`src/rtl/seg7_pkg.sv`:
```
// Shared seven-segment definitions: bit positions, all-on/all-off patterns and
// the active-high glyph table, plus the lookup/priority function used by the decoder.
package seg7_pkg;

  localparam int SEG_A = 0;
  localparam int SEG_B = 1;
  localparam int SEG_C = 2;
  localparam int SEG_D = 3;
  localparam int SEG_E = 4;
  localparam int SEG_F = 5;
  localparam int SEG_G = 6;

  localparam logic [6:0] SEG_ALL_ON  = 7'h7F;
  localparam logic [6:0] SEG_ALL_OFF = 7'h00;

  // Active-high lit pattern (gfedcba), indexed by digit value 0..F.
  localparam logic [6:0] SEG_TABLE [0:15] = '{
    7'h3F, 7'h06, 7'h5B, 7'h4F, 7'h66, 7'h6D, 7'h7D, 7'h07,
    7'h7F, 7'h6F, 7'h77, 7'h7C, 7'h39, 7'h5E, 7'h79, 7'h71
  };

  // Priority is lamp_test > blank > digit; letters 10..15 show only when hex_en.
  function automatic logic [6:0] seg_pattern(
    input logic [3:0] digit,
    input logic       blank,
    input logic       lamp_test,
    input logic       hex_en
  );
    logic [6:0] pat_s;
    pat_s = SEG_ALL_OFF;
    if (lamp_test) begin
      pat_s = SEG_ALL_ON;
    end else if (blank) begin
      pat_s = SEG_ALL_OFF;
    end else begin
      case (digit)
        4'd0, 4'd1, 4'd2, 4'd3, 4'd4,
        4'd5, 4'd6, 4'd7, 4'd8, 4'd9:    pat_s = SEG_TABLE[digit];
        4'd10, 4'd11, 4'd12, 4'd13,
        4'd14, 4'd15:                    pat_s = hex_en ? SEG_TABLE[digit] : SEG_ALL_OFF;
        default:                         pat_s = SEG_ALL_OFF;
      endcase
    end
    return pat_s;
  endfunction

endpackage

```
`src/rtl/seg7_digit_decoder.sv`:
```
// Registered single-digit 7-segment cathode decoder with blanking, lamp test
// and board-selectable output polarity. One clock of latency, no comb path to seg.
module seg7_digit_decoder
  import seg7_pkg::*;
#(
  parameter int ACTIVE_LOW = 1,
  parameter int HEX_EN     = 1
) (
  input  logic       clk,
  input  logic       rst,
  input  logic [3:0] digit,
  input  logic       blank,
  input  logic       lamp_test,
  output logic [6:0] seg
);

  // XOR mask that turns an active-high pattern into the board's drive levels.
  localparam logic [6:0] POL_MASK  = (ACTIVE_LOW != 0) ? 7'h7F : 7'h00;
  localparam logic [6:0] OFF_LEVEL = SEG_ALL_OFF ^ POL_MASK;
  localparam logic       HEX_ON    = (HEX_EN != 0) ? 1'b1 : 1'b0;

  logic [6:0] seg_next_s;
  logic [6:0] seg_r;

  // Lookup with priority, then apply output polarity.
  always_comb begin
    seg_next_s = OFF_LEVEL;
    seg_next_s = seg_pattern(digit, blank, lamp_test, HEX_ON) ^ POL_MASK;
  end

  // Output register; reset forces all segments dark without waiting for a clock.
  always_ff @(posedge clk or posedge rst) begin
    if (rst) begin
      seg_r <= OFF_LEVEL;
    end else begin
      seg_r <= seg_next_s;
    end
  end

  assign seg = seg_r;

endmodule

```
`config.mk`:
```
export PLATFORM = sky130hd
export DESIGN_NAME = seg7_digit_decoder
export DESIGN_NICKNAME = d
export VERILOG_FILES = /design/src/rtl/seg7_pkg.sv /design/src/rtl/seg7_digit_decoder.sv
export SDC_FILE = /design/constraint.sdc
export NUM_CORES = 1
export LEC_CHECK = 0
export CAP_MARGIN = 20
export CORE_AREA = 2 2 39 41
export DETAILED_ROUTE_END_ITERATION = 7
export DIE_AREA = 0 0 41 43
export GPL_TIMING_DRIVEN = 0
export PLACE_DENSITY = 0.73
export SETUP_SLACK_MARGIN = 0.3
export SYNTH_ARGS = -nofsm -noshare
export SYNTH_HDL_FRONTEND = slang
export SYNTH_SLANG_ARGS = --single-unit
```
`constraint.sdc`:
```
create_clock -name clk -period 1.6 [get_ports clk]
set_clock_uncertainty 0.15 [all_clocks]
set_input_delay 0.24 -clock clk [delete_from_list [all_inputs] [get_ports clk]]
set_output_delay 0.24 -clock clk [all_outputs]
set_load 0.01 [all_outputs]
```
== Word-level counts from Yosys, hierarchy flattened ==
Memory sizes are Yosys's and may differ from the RTL's.
Cells that the tools add are included.
Cells by class
  order comparisons: 1
  eq/ne operators: 15
  muxes and demuxes: 5
  bitwise operators: 2
  reductions and logical operators: 2
Operator list (count)
  7-bit two-way mux: 5
  4-bit == test (second input constant): 8
  4-bit by 3-bit == test with 1-bit output (second input constant): 4
  16-bit OR reduction: 1
  4-bit by 2-bit == test with 1-bit output (second input constant): 2
  7-bit inverter: 1
  5-bit >= comparator (second input constant): 1
  4-bit inverter with 5-bit output: 1
  4-bit by 1-bit == test with 1-bit output (second input constant): 1
  4-bit logical NOT: 1
Storage, ports and cells
  register bits: 7
  bits in read-only memories: 112
  input port bits: 8
  output and inout bits: 7
  word-level logic and storage cells: 27
  memories kept: 1
Memories
  (name not given): words 16, bits a word 7, read ports 1, clocked after Yosys merged registers in 0, wr ports 0, line seg7_pkg.sv:40  | 4'd14, 4'd15: pat_s = hex_en ? SEG_TABLE[digit] : SEG_ALL_OFF;

== Depth between registers and ports, before layout ==
  depth after elaboration: 8
  depth in mapped cells: 5
  depth with buffers taken out: 5

== Worst setup path after synthesis ==
OpenSTA, ideal clock, no wires.
  path type: input port to flip-flop
  start: input port digit[1]
  end: register seg_r[0] (netlist: seg[0])
  setup time: 0.090 ns
  arrival time: 1.059 ns
  required time: 1.360 ns
  slack: 0.302 ns
  stages: 5
  buffers on the path: 0
  cell sequence: inv_1 > ha_1 > inv_1 > o2111a_1 > a311oi_2
Between the ends
  cells in the longest elaborated chain, start to end: 8
RTL lines
  start, declared: line seg7_digit_decoder.sv:11  | input logic [3:0] digit,
  4-bit inverter with 5-bit output (implied by the code): line seg7_pkg.sv:38, seg7_pkg.sv:40
  memory read 16 x 7 bit
  7-bit two-way mux (implied by the code) (2 in a row): line seg7_pkg.sv:40
  7-bit two-way mux
  7-bit two-way mux: line seg7_pkg.sv:33  | end else if (blank) begin
  7-bit two-way mux: line seg7_pkg.sv:31  | if (lamp_test) begin
  7-bit inverter (no line)
  named net seg_next_s[0]: line seg7_digit_decoder.sv:22  | logic [6:0] seg_next_s;
  end signal, assigned: line seg7_digit_decoder.sv:36  | seg_r <= seg_next_s;
  end, declared: line seg7_digit_decoder.sv:23  | logic [6:0] seg_r;
The timed path passes the listed nets, and every way through them passes these cells. The select of a mux whose other input is x is not followed.

== Worst setup path in the final report ==
  start: input port digit[3]
  end: register seg_r[5] (netlist: seg[5])
Same word-level chain as after synthesis.

==> impl_metrics.csv <==
group,metric,value,unit
outcome,outcome,"completed",
clocking,numCtsBuffers,3,
detailed_routing,via_count,440,
yosys,yosysUniqueCellTypes,22,
global_routing,grt_overflow,0,
detailed_routing,dr.pass1.iters,4,
yosys,yosys-top-cells-area,"dfstp_2 (37%), ha_1 (15%), a21oi_1 (5.0%)",
yosys,synth_most_common_cell,"dfstp_2",
placed_design,place.gp.congestion,0.771,
yosys,yosysSeqAreaShare,36.9,%
timing,tightest_slew,0.279,ns
clocking,tritoncts,"yes",
yosys,synthCells,51,
yosys,ys_ff_latch,7,
detailed_routing,remaining_drc_errors,0,
clocking,path_clk_slew,0.05,ns
global_routing,grt_antenna_before_repair,0,
global_routing,grt_first_pass_wirelength,1860,um
yosys,ys_top_cells_by_count,"dfstp_2 (7), ha_1 (6), inv_1 (6)",
worst_hold_path,hp-class,"in2reg",
detailed_routing,drt-initial-drc-count,7,
floorplanning,initial_core_util,36.0,%
detailed_routing,vias_per_cell,5.24,
yosys,yosysWarningCount,0,
yosys,synthArstFlopShare,100,%
timing,period_share,80.4,%
yosys,synth_top_area_share,36.9,%
detailed_routing,routedWlPerCell,12.2,um
finish,largest_register_ffs,7,
global_routing,use_met3,2.09,%
placed_design,dp_slack,-0.406,ns
power_and_ir_drop,p_leak,0.297,nW
yosys,avgSynthCellArea,9.76,sq um
power_and_ir_drop,ir_worst_vdd,292,uV
clocking,root_buffer,"clkbuf_4",
yosys,synth_top_cell_by_area,"dfstp_2",
yosys,synth_area,498,sq um
yosys,synth_edf_count,0,
finish,area_growth,31.2,%
detailed_routing,drt_wl_total,1020,um
job,drv_cap,0,
global_routing,grt_util_all_layers,15.0,%
finish,drive_gt1_share,42.6,%
floorplanning,core,1380,sq um
power_and_ir_drop,powerDensity,726,nW/um^2
finish,fin_area,653,sq um
placed_design,portBuffers,13,
timing,hold_viol,0,
floorplanning,die_width,41,um
timing,drv_slew,0,
timing,rsz0062_at_grt,"no",
global_routing,met1_usage,17.1,%
timing,fmax,777,MHz
critical_path,startpoint,"digit[3]",
clocking,h-tree-depth,1,
global_routing,grtUsageMet2,23.4,%
critical_path,path_max_fanout,7,
worst_hold_path,worstHoldStart,"digit[2]",
yosys,synth_nets,65,
finish,final_util,47.2,%
placed_design,placed_cell_area,648,sq um
critical_path,end_kind,"register",
floorplanning,dieArea,1760,sq um
global_routing,grt_pass1_vias,477,
critical_path,critPathRequiredTime,1.61,ns
detailed_routing,ant_nets,0,
placed_design,place_hpwl,775,um
global_routing,grt_max_degree,11,
finish,antenna_cells,0,
clocking,clock-sinks,7,
critical_path,path_class,"in2reg",
clocking,clockBufferDepth,2,
finish,nNetsFinal,83,
timing,setup_viol,0,
global_routing,top_usage_layer,"met2",
critical_path,worstSetupStartpointType,"input pin",
critical_path,cp.arrival,1.30,ns
timing,layout_setup_ws,0.313,ns
timing,fin_crit,1.29,ns
floorplanning,rows,14,
timing,maxSlewHeadroom,81.4,%
floorplanning,ios,15,
floorplanning,die_h,43,um
yosys,synthFlopType,"dfstp_2",
-- kinds of logic (layout without fill, tap and decap cells) --
group                    Yosys count  in the layout  share of synthesized area (%)
AO/OA/AOI/OAI                     16             16                           22.9
AND/OR/NAND/NOR                   11             11                           10.3
buffers and inverters              8             25                           8.29
flip-flops                         7              7                           36.9
adder cells (fa/ha/maj)            6              6                           15.1
multiplexers                       3              3                           6.53
-- worst paths after layout --
kind	cells after the start	endpoint
min in group asynchronous	2	seg[4]$_DFF_PP1_
max	4	seg[5]$_DFF_PP1_
min	3	seg[1]$_DFF_PP1_
max in group asynchronous	2	seg[0]$_DFF_PP1_
-- layout make-up --
class / count / area [sq um]
Timing Repair Buffer: 13 / 88.8
Multi-Input combinational cell: 36 / 293
Fill cell: 146 / 731
Buffer: 2 / 18.8
Inverter: 6 / 22.5
Tap cell: 16 / 20.0
Clock buffer: 4 / 26.3
Sequential cell: 7 / 184
-- worst max-delay path: stages --
cell           delay, ns
dlygate4sd2_1       0.36
mux2_2              0.39
a211oi_2            0.24
nor2_1              0.07
-- cell usage in the layout, fill, tap and decap left out, types with 2 or more instances in the layout --
| cell type | count |
|---|---|
| a21oi_1 | 5 |
| a31oi_1 | 4 |
| buf_2 | 8 |
| buf_6 | 2 |
| clkbuf_4 | 3 |
| clkdlybuf4s50_1 | 2 |
| dfstp_2 | 7 |
| dlygate4sd2_1 | 2 |
| ha_1 | 4 |
| inv_1 | 4 |
| inv_2 | 2 |
| mux2_2 | 2 |
| nand2_1 | 3 |
| nor2_1 | 4 |
-- routing by layer --
layer | up-vias | wire length, um
li1 | 215 | -
met1 | 209 | 393
met2 | 16 | 551
met3 | 0 | 79
met4 | 0 | 0
met5 | - | 0
-- power by group --
group	switching, mW	internal [mW]
combinational	0.0645	0.0537
clock	0.0586	0.0948
sequential	0.00295	0.200
total	0.126	0.348
-- timing repair --
item	in CTS	in global routing
hold buffers	0	0
cloned	0	0
pin swaps	1	0
endpoints found under the setup margin	14	5
gates resized for setup	38	8
buffers inserted	0	0
-- stage by stage --
stage	instances	setup TNS (ns)	hold WS, ns	total power, mW
final	84	0	0.150	0.474
after CTS	84	0	0.135	0.475
after global routing	84	0	0.211	0.507
after detailed placement	80	-1.81	0.393	0.331
after floorplan	51	0	0.111	0.272
after global placement	80	-1.66	0.399	0.328
Note: power is estimated with default switching activity, not from simulation.
